[src/rtl/mem_arbiter_pkg.sv]
// mem_arb_pkg: shared FSM states, op codes and round-robin helper for mem_arbiter
// Contents: state_t (IDLE/ACCESS/DONE), OP_RD/OP_WR, rr_pick()
package mem_arb_pkg;
    typedef enum logic [1:0] {IDLE = 2'd0, ACCESS = 2'd1, DONE = 2'd2} state_t;
    localparam logic OP_RD = 1'b0;
    localparam logic OP_WR = 1'b1;
    // First active index searching from last+1 modulo n; descending scan so the nearest one wins.
    function automatic logic [1:0] rr_pick(input logic [3:0] req, input logic [1:0] last, input int n);
        logic [1:0] j;
        rr_pick = last;
        for (int k = n; k >= 1; k--) begin
            j = 2'((int'(last) + k) % n);
            if (req[j]) rr_pick = j;
        end
    endfunction
endpackage

[src/rtl/mem_arbiter_if.sv]
// mem_arbiter_if: requester and main_memory signals of mem_arbiter
// Requester side: req_rd, req_wr, req_addr, req_wdata (packed per requester), ack, rdata
// Memory side: rd_mem, wr_mem, addr_mem, data_in, data_out, ready_mem; status: prot_err
// slave = arbiter view, master = environment (requesters + memory) view
interface mem_arbiter_if #(
    parameter int NUM_REQ = 2,
    parameter int AWIDTH  = 9,
    parameter int DWIDTH  = 32
);
    logic [NUM_REQ-1:0]        req_rd;
    logic [NUM_REQ-1:0]        req_wr;
    logic [NUM_REQ*AWIDTH-1:0] req_addr;
    logic [NUM_REQ*DWIDTH-1:0] req_wdata;
    logic [NUM_REQ-1:0]        ack;
    logic [DWIDTH-1:0]         rdata;
    logic                      rd_mem;
    logic                      wr_mem;
    logic [AWIDTH-1:0]         addr_mem;
    logic [DWIDTH-1:0]         data_in;
    logic [DWIDTH-1:0]         data_out;
    logic                      ready_mem;
    logic                      prot_err;
    modport slave (
        input  req_rd, req_wr, req_addr, req_wdata, data_out, ready_mem,
        output ack, rdata, rd_mem, wr_mem, addr_mem, data_in, prot_err
    );
    modport master (
        output req_rd, req_wr, req_addr, req_wdata, data_out, ready_mem,
        input  ack, rdata, rd_mem, wr_mem, addr_mem, data_in, prot_err
    );
endinterface

[src/rtl/mem_arbiter_rr_picker.sv]
// rr_picker: combinational round-robin selection among active requesters
// Ports: req (active vector), last (previous winner) -> any (some request), idx (winner)
module rr_picker
    import mem_arb_pkg::*;
#(
    parameter int NUM_REQ = 2,
    parameter int IW      = (NUM_REQ > 2) ? 2 : 1
) (
    input  logic [NUM_REQ-1:0] req,
    input  logic [IW-1:0]      last,
    output logic               any,
    output logic [IW-1:0]      idx
);
    assign any = |req;
    assign idx = IW'(rr_pick(4'(req), 2'(last), NUM_REQ));
endmodule

[src/rtl/mem_arbiter.sv]
// mem_arbiter: round-robin arbiter of single-word requests onto one main_memory port
// Ports: clk, reset (async, active-high), bus (mem_arbiter_if.slave: requester handshake + memory port)
// Optional MEM_ARB_PROT_CHK_EN: sticky prot_err checker; otherwise prot_err is tied low.
module mem_arbiter
    import mem_arb_pkg::*;
#(
    parameter int NUM_REQ = 2,
    parameter int AWIDTH  = 9,
    parameter int DWIDTH  = 32,
    parameter int MEM_LAT = 2
) (
    input  logic         clk,
    input  logic         reset,
    mem_arbiter_if.slave bus
);
    localparam int IW = (NUM_REQ > 2) ? 2 : 1;
    localparam int CW = (MEM_LAT > 1) ? $clog2(MEM_LAT) : 1;

    state_t        state, state_nx;
    logic [IW-1:0] idx, last, pick;
    logic [CW-1:0] cnt;
    logic          op, any_req, grant, finish;

    rr_picker #(.NUM_REQ(NUM_REQ), .IW(IW)) u_rr_picker (
        .req  (bus.req_rd | bus.req_wr),
        .last (last),
        .any  (any_req),
        .idx  (pick)
    );

    always_comb begin
        grant    = state == IDLE && any_req && bus.ready_mem;
        finish   = state == ACCESS && cnt == CW'(MEM_LAT - 1);
        state_nx = grant ? ACCESS : finish ? DONE : (state == ACCESS ? ACCESS : IDLE);
    end

    always_ff @(posedge clk or posedge reset)
        if (reset) state <= IDLE;
        else state <= state_nx;

    // Write wins when a requester raises both strobes.
    always_ff @(posedge clk or posedge reset) begin
        if (reset) begin
            bus.ack      <= '0;
            bus.rd_mem   <= 1'b0;
            bus.wr_mem   <= 1'b0;
            bus.addr_mem <= '0;
            bus.data_in  <= '0;
            bus.rdata    <= '0;
            cnt          <= '0;
            idx          <= '0;
            op           <= OP_RD;
            last         <= IW'(NUM_REQ - 1);
        end else begin
            bus.ack <= '0;
            if (grant) begin
                idx          <= pick;
                last         <= pick;
                cnt          <= '0;
                op           <= bus.req_wr[pick] ? OP_WR : OP_RD;
                bus.wr_mem   <= bus.req_wr[pick];
                bus.rd_mem   <= !bus.req_wr[pick];
                bus.addr_mem <= bus.req_addr[pick*AWIDTH +: AWIDTH];
                bus.data_in  <= bus.req_wdata[pick*DWIDTH +: DWIDTH];
            end else if (finish) begin
                bus.rd_mem <= 1'b0;
                bus.wr_mem <= 1'b0;
                bus.ack    <= NUM_REQ'(1) << idx;
                if (op == OP_RD) bus.rdata <= bus.data_out;
            end else if (state == ACCESS) begin
                cnt <= cnt + 1'b1;
            end
        end
    end

`ifdef MEM_ARB_PROT_CHK_EN
    logic [NUM_REQ-1:0] ack_d1, ack_d2;
    // ack_d2 marks the cycle two after ack, by which the requester must have dropped.
    always_ff @(posedge clk or posedge reset) begin
        if (reset) begin
            ack_d1       <= '0;
            ack_d2       <= '0;
            bus.prot_err <= 1'b0;
        end else begin
            ack_d1 <= bus.ack;
            ack_d2 <= ack_d1;
            if (|(bus.req_rd & bus.req_wr)
                || (state == ACCESS && !(bus.req_rd[idx] || bus.req_wr[idx]))
                || (state == ACCESS && bus.req_addr[idx*AWIDTH +: AWIDTH] != bus.addr_mem)
                || |(ack_d2 & (bus.req_rd | bus.req_wr)))
                bus.prot_err <= 1'b1;
        end
    end
`else
    assign bus.prot_err = 1'b0;
`endif
endmodule

[src/flat_wrapper.sv]
// flat-port wrapper written by rule: the top's interface ports become plain ports
module mem_arbiter_flat import mem_arb_pkg::*;
#(
    parameter int NUM_REQ = 2,
    parameter int AWIDTH  = 9,
    parameter int DWIDTH  = 32,
    parameter int MEM_LAT = 2
)
  (clk, reset, bus_req_rd, bus_req_wr, bus_req_addr, bus_req_wdata, bus_data_out, bus_ready_mem, bus_ack, bus_rdata, bus_rd_mem, bus_wr_mem, bus_addr_mem, bus_data_in, bus_prot_err);
  mem_arbiter_if #(.NUM_REQ(NUM_REQ), .AWIDTH(AWIDTH), .DWIDTH(DWIDTH)) bus_i ();
  input  logic clk;
  input  logic reset;
  input wire logic [$bits(bus_i.req_rd)-1:0] bus_req_rd;
  input wire logic [$bits(bus_i.req_wr)-1:0] bus_req_wr;
  input wire logic [$bits(bus_i.req_addr)-1:0] bus_req_addr;
  input wire logic [$bits(bus_i.req_wdata)-1:0] bus_req_wdata;
  input wire logic [$bits(bus_i.data_out)-1:0] bus_data_out;
  input wire logic [$bits(bus_i.ready_mem)-1:0] bus_ready_mem;
  output wire logic [$bits(bus_i.ack)-1:0] bus_ack;
  output wire logic [$bits(bus_i.rdata)-1:0] bus_rdata;
  output wire logic [$bits(bus_i.rd_mem)-1:0] bus_rd_mem;
  output wire logic [$bits(bus_i.wr_mem)-1:0] bus_wr_mem;
  output wire logic [$bits(bus_i.addr_mem)-1:0] bus_addr_mem;
  output wire logic [$bits(bus_i.data_in)-1:0] bus_data_in;
  output wire logic [$bits(bus_i.prot_err)-1:0] bus_prot_err;
  assign bus_i.req_rd = bus_req_rd;
  assign bus_i.req_wr = bus_req_wr;
  assign bus_i.req_addr = bus_req_addr;
  assign bus_i.req_wdata = bus_req_wdata;
  assign bus_i.data_out = bus_data_out;
  assign bus_i.ready_mem = bus_ready_mem;
  assign bus_ack = bus_i.ack;
  assign bus_rdata = bus_i.rdata;
  assign bus_rd_mem = bus_i.rd_mem;
  assign bus_wr_mem = bus_i.wr_mem;
  assign bus_addr_mem = bus_i.addr_mem;
  assign bus_data_in = bus_i.data_in;
  assign bus_prot_err = bus_i.prot_err;
  mem_arbiter #(.NUM_REQ(NUM_REQ), .AWIDTH(AWIDTH), .DWIDTH(DWIDTH), .MEM_LAT(MEM_LAT)) u_core (.clk(clk), .reset(reset), .bus(bus_i));
endmodule
[config.mk]
export PLATFORM = sky130hd
export DESIGN_NAME = mem_arbiter_flat
export DESIGN_NICKNAME = d
export VERILOG_FILES = /design/src/rtl/mem_arbiter_pkg.sv /design/src/rtl/mem_arbiter_if.sv /design/src/rtl/mem_arbiter_rr_picker.sv /design/src/rtl/mem_arbiter.sv /design/src/flat_wrapper.sv
export SDC_FILE = /design/constraint.sdc
export NUM_CORES = 1
export LEC_CHECK = 0
export ABC_AREA = 1
export BUFFER_PORTS_ARGS = -buffer_cell sky130_fd_sc_hd__buf_2
export CAP_MARGIN = 40
export CORE_ASPECT_RATIO = 1.1
export CORE_UTILIZATION = 50
export CTS_CLUSTER_SIZE = 40
export DETAILED_ROUTE_END_ITERATION = 7
export GPL_TIMING_DRIVEN = 0
export PLACE_DENSITY = 0.85
export SETUP_SLACK_MARGIN = 0.05
export SLEW_MARGIN = 20
export SYNTH_ARGS = -nofsm -noshare
export SYNTH_HDL_FRONTEND = slang
export SYNTH_SLANG_ARGS = --single-unit
export TNS_END_PERCENT = 50
[constraint.sdc]
create_clock -name clk -period 4.3 [get_ports clk]
set_clock_uncertainty 0.1 [all_clocks]
set_input_delay 0.43 -clock clk [delete_from_list [all_inputs] [get_ports clk]]
set_output_delay 0.43 -clock clk [all_outputs]
set_load 0.005 [all_outputs]
==> impl_metrics.py <==
metrics = {
    "run_status": {
        "status": "finished clean",
    },
    "logic_synthesis": {
        "yosysSeqAreaShare": 0.507,
        "synth.distinct_cells": 19,
        "synth_seq_cells": 83,
        "synth.avg_cell_area_um2": 7.54,
        "yosys-top-cells-area": "dfrtp_1 50%, nand3_1 19%, nand2_1 15%, inv_1 8.0%, buf_2 3.3%",
        "synth_edf_count": 0,
        "synth_flop_cell": "dfrtp_1",
        "syn_area_mm2": 0.00410,
        "syn-num-nets": 664,
        "yosysWarnings": 0,
        "synth_top_area_frac": 0.501,
        "syn-instance-count": 543,
        "yosysTopAreaCell": "dfrtp_1",
        "async_flop_share": 1.00,
    },
    "drt": {
        "vias": 4242,
        "drt-total-wl_mm": 11.0,
        "drt_pre_antenna_iters": 4,
        "drtIter0Drc": 255,
        "ant_nets": 0,
        "route.detailed.drc": 0,
        "post_drt_wl_per_cell_um": 12.7,
        "via_per_inst": 4.91,
    },
    "cts": {
        "cts_tree": "built",
        "cts_root_buffer": "clkbuf_8",
        "post-cts-setup-buffers": 0,
        "cts-resized-gates": 0,
        "cts.sink_count": 83,
        "clockBufferDepth": 2,
        "cts_inserted_buffers": 9,
        "holdBufCountCts": 0,
        "htree_levels": 3,
        "clock_latency_ps": 340,
        "path_clk_slew_ps": 90,
    },
    "setup_path": {
        "slowest_delay_ps": 550,
        "cp-start-kind": "register",
        "cp_cell_sequence": "inv_1 -> nand2_1 -> buf_2 -> nand3_1 -> nand3_1 -> nand2_1",
        "cp_num_buf_inv": 2,
        "worstSetupPathType": "reg -> reg",
        "cp.required_ps": 4440,
        "slowest_stage": "dfstp_2",
        "arrival_ps": 1720,
        "crit_family": "flip-flops",
        "cp_max_fo": 10,
        "critPathCaptureType": "register",
    },
    "place": {
        "dp_hpwl_mm": 8.36,
        "place_congestion": 0.800,
        "port_buffers": 197,
    },
    "timing": {
        "finalSetupViolCount": 0,
        "report.final.slew_viol_count": 0,
        "finalHoldViolCount": 0,
        "worstMarginPinSlew_ps": 547,
        "timing.hold.ws_ps": 19.7,
        "timing.fmax_mhz": 633,
        "rsz0062_at_grt": "no",
        "fin_crit_sh": 0.368,
        "setup-tns-final_ps": 0,
        "layout_min_cycle_time_ps": 1580,
        "maxSlewHeadroom": 0.635,
    },
    "job": {
        "max_cap_violations": 0,
    },
    "global_routing": {
        "use_met2": 0.440,
        "grt_use_total": 0.261,
        "met1_usage": 0.318,
        "grt_use_met3": 0.0503,
        "grt-ovfl-total": 0,
        "grt_max_degree": 45,
        "grt-busiest-layer": "met2",
        "grt_pass1_vias": 4056,
        "grt_first_pass_wirelength_mm": 17.7,
        "antenna_found_initial": 0,
    },
    "layout": {
        "diodes": 0,
        "nFillCells": 707,
        "seqCellArea_mm2": 0.00208,
        "final_common_cell": "buf_2",
        "area_growth_pct": 33.1,
        "drive_gt1_frac": 0.337,
        "mostFrequentLayoutCells": "224 x buf_2, 160 x nand2_1, 159 x nand3_1, 86 x inv_1, 82 x dfrtp_1",
        "fin_nets": 873,
        "multi_input_area_mm2": 0.00149,
    },
    "min_path": {
        "hp-class": "in -> async",
    },
    "floorplan": {
        "core-area_mm2": 0.00791,
        "die_w_um": 88.3,
        "io_pins": 199,
        "initial_core_util": 0.518,
        "dieHeight_um": 96.9,
        "placementRows": 34,
        "die_area_mm2": 0.00856,
    },
    "power": {
        "power_density_mw_per_mm2": 644,
        "max-vdd-ir-drop_v": 0.000300,
        "power.leakage_nw": 3.40,
    },
}
==> flip-flops by register name (all words and copies together), names as in the netlist <==
signal,count
u_core.bus.ack,2
u_core.bus.addr_mem,9
u_core.bus.data_in,32
u_core.bus.rd_mem,1
u_core.bus.rdata,32
u_core.bus.wr_mem,1
u_core.cnt,1
u_core.idx,1
u_core.last,1
u_core.op,1
u_core.state,2
==> final timing paths <==
kind / start / end / slack, ps / cells past startpoint
worst max register to register: u_core.last / u_core.bus.data_in[18] / 2720 / 6
worst min-delay path: reset / u_core.bus.rdata[26] / 20 / 2
worst max-delay path: u_core.last / u_core.bus.data_in[18] / 2720 / 6
max in group asynchronous: reset / u_core.last / 3410 / 3
min in group clk: bus_data_out[20] / u_core.bus.rdata[20] / 210 / 3
worst min register to register: u_core.idx / u_core.bus.ack[0] / 320 / 1
==> kinds of logic after synthesis <==
family	after synthesis	synth area share
buf+inv	124	0.129
simple gates	329	0.353
compound gates	6	0.00916
other cells	1	0.000915
flops	83	0.507
==> worst register-to-register path, stage by stage, from the launching register on <==
cell and delay [ps]:
dfstp_2 550, inv_1 70, nand2_1 200, buf_2 270, nand3_1 130, nand3_1 100, nand2_1 60
==> through the flow <==
step                      setup slack (ps)  area, um2  total power, mW  instances   util
final                                 2720       5450             3.51        864  0.689
after global routing                  2630       5450             3.81        864  0.689
after CTS                             2740       5450             3.54        864  0.689
after detailed placement              2560       5240             2.92        849  0.662
after global placement                 695       5220             2.85        848  0.659
after floorplan                       1630       4100             2.26        543      -
==> power by group <==
group	internal, mW	switching, mW
Combinational	0.633	0.895
Clock	0.326	0.279
Sequential	1.17	0.211
Total	2.13	1.38
==> cell type report <==
class / instances / share of cell area
Sequential cell: 83 / 0.381
Multi-Input combinational cell: 336 / 0.273
Timing Repair Buffer: 198 / 0.184
Inverter: 89 / 0.0617
Buffer: 35 / 0.0358
Tap cell: 108 / 0.0248
Clock buffer: 9 / 0.0227
Clock inverter: 6 / 0.0165
==> Yosys cell counts, types with 2 or more instances <==
library cell,n
inv_1,87
buf_4,2
nor2_2,2
o21ai_0,2
inv_2,2
clkbuf_1,3
nor2_1,6
o21ai_1,2
nand3_1,159
nand2_1,160
buf_2,27
buf_6,3
dfrtp_1,82
==> per-layer routing <==
| layer | wire, um | share of wire |
|---|---|---|
| met3 | 750 | 0.068 |
| met4 | 284 | 0.026 |
| met5 | 0 | 0 |
| met2 | 5330 | 0.49 |
| met1 | 4600 | 0.42 |
Note: power is estimated with default switching activity, not from simulation.
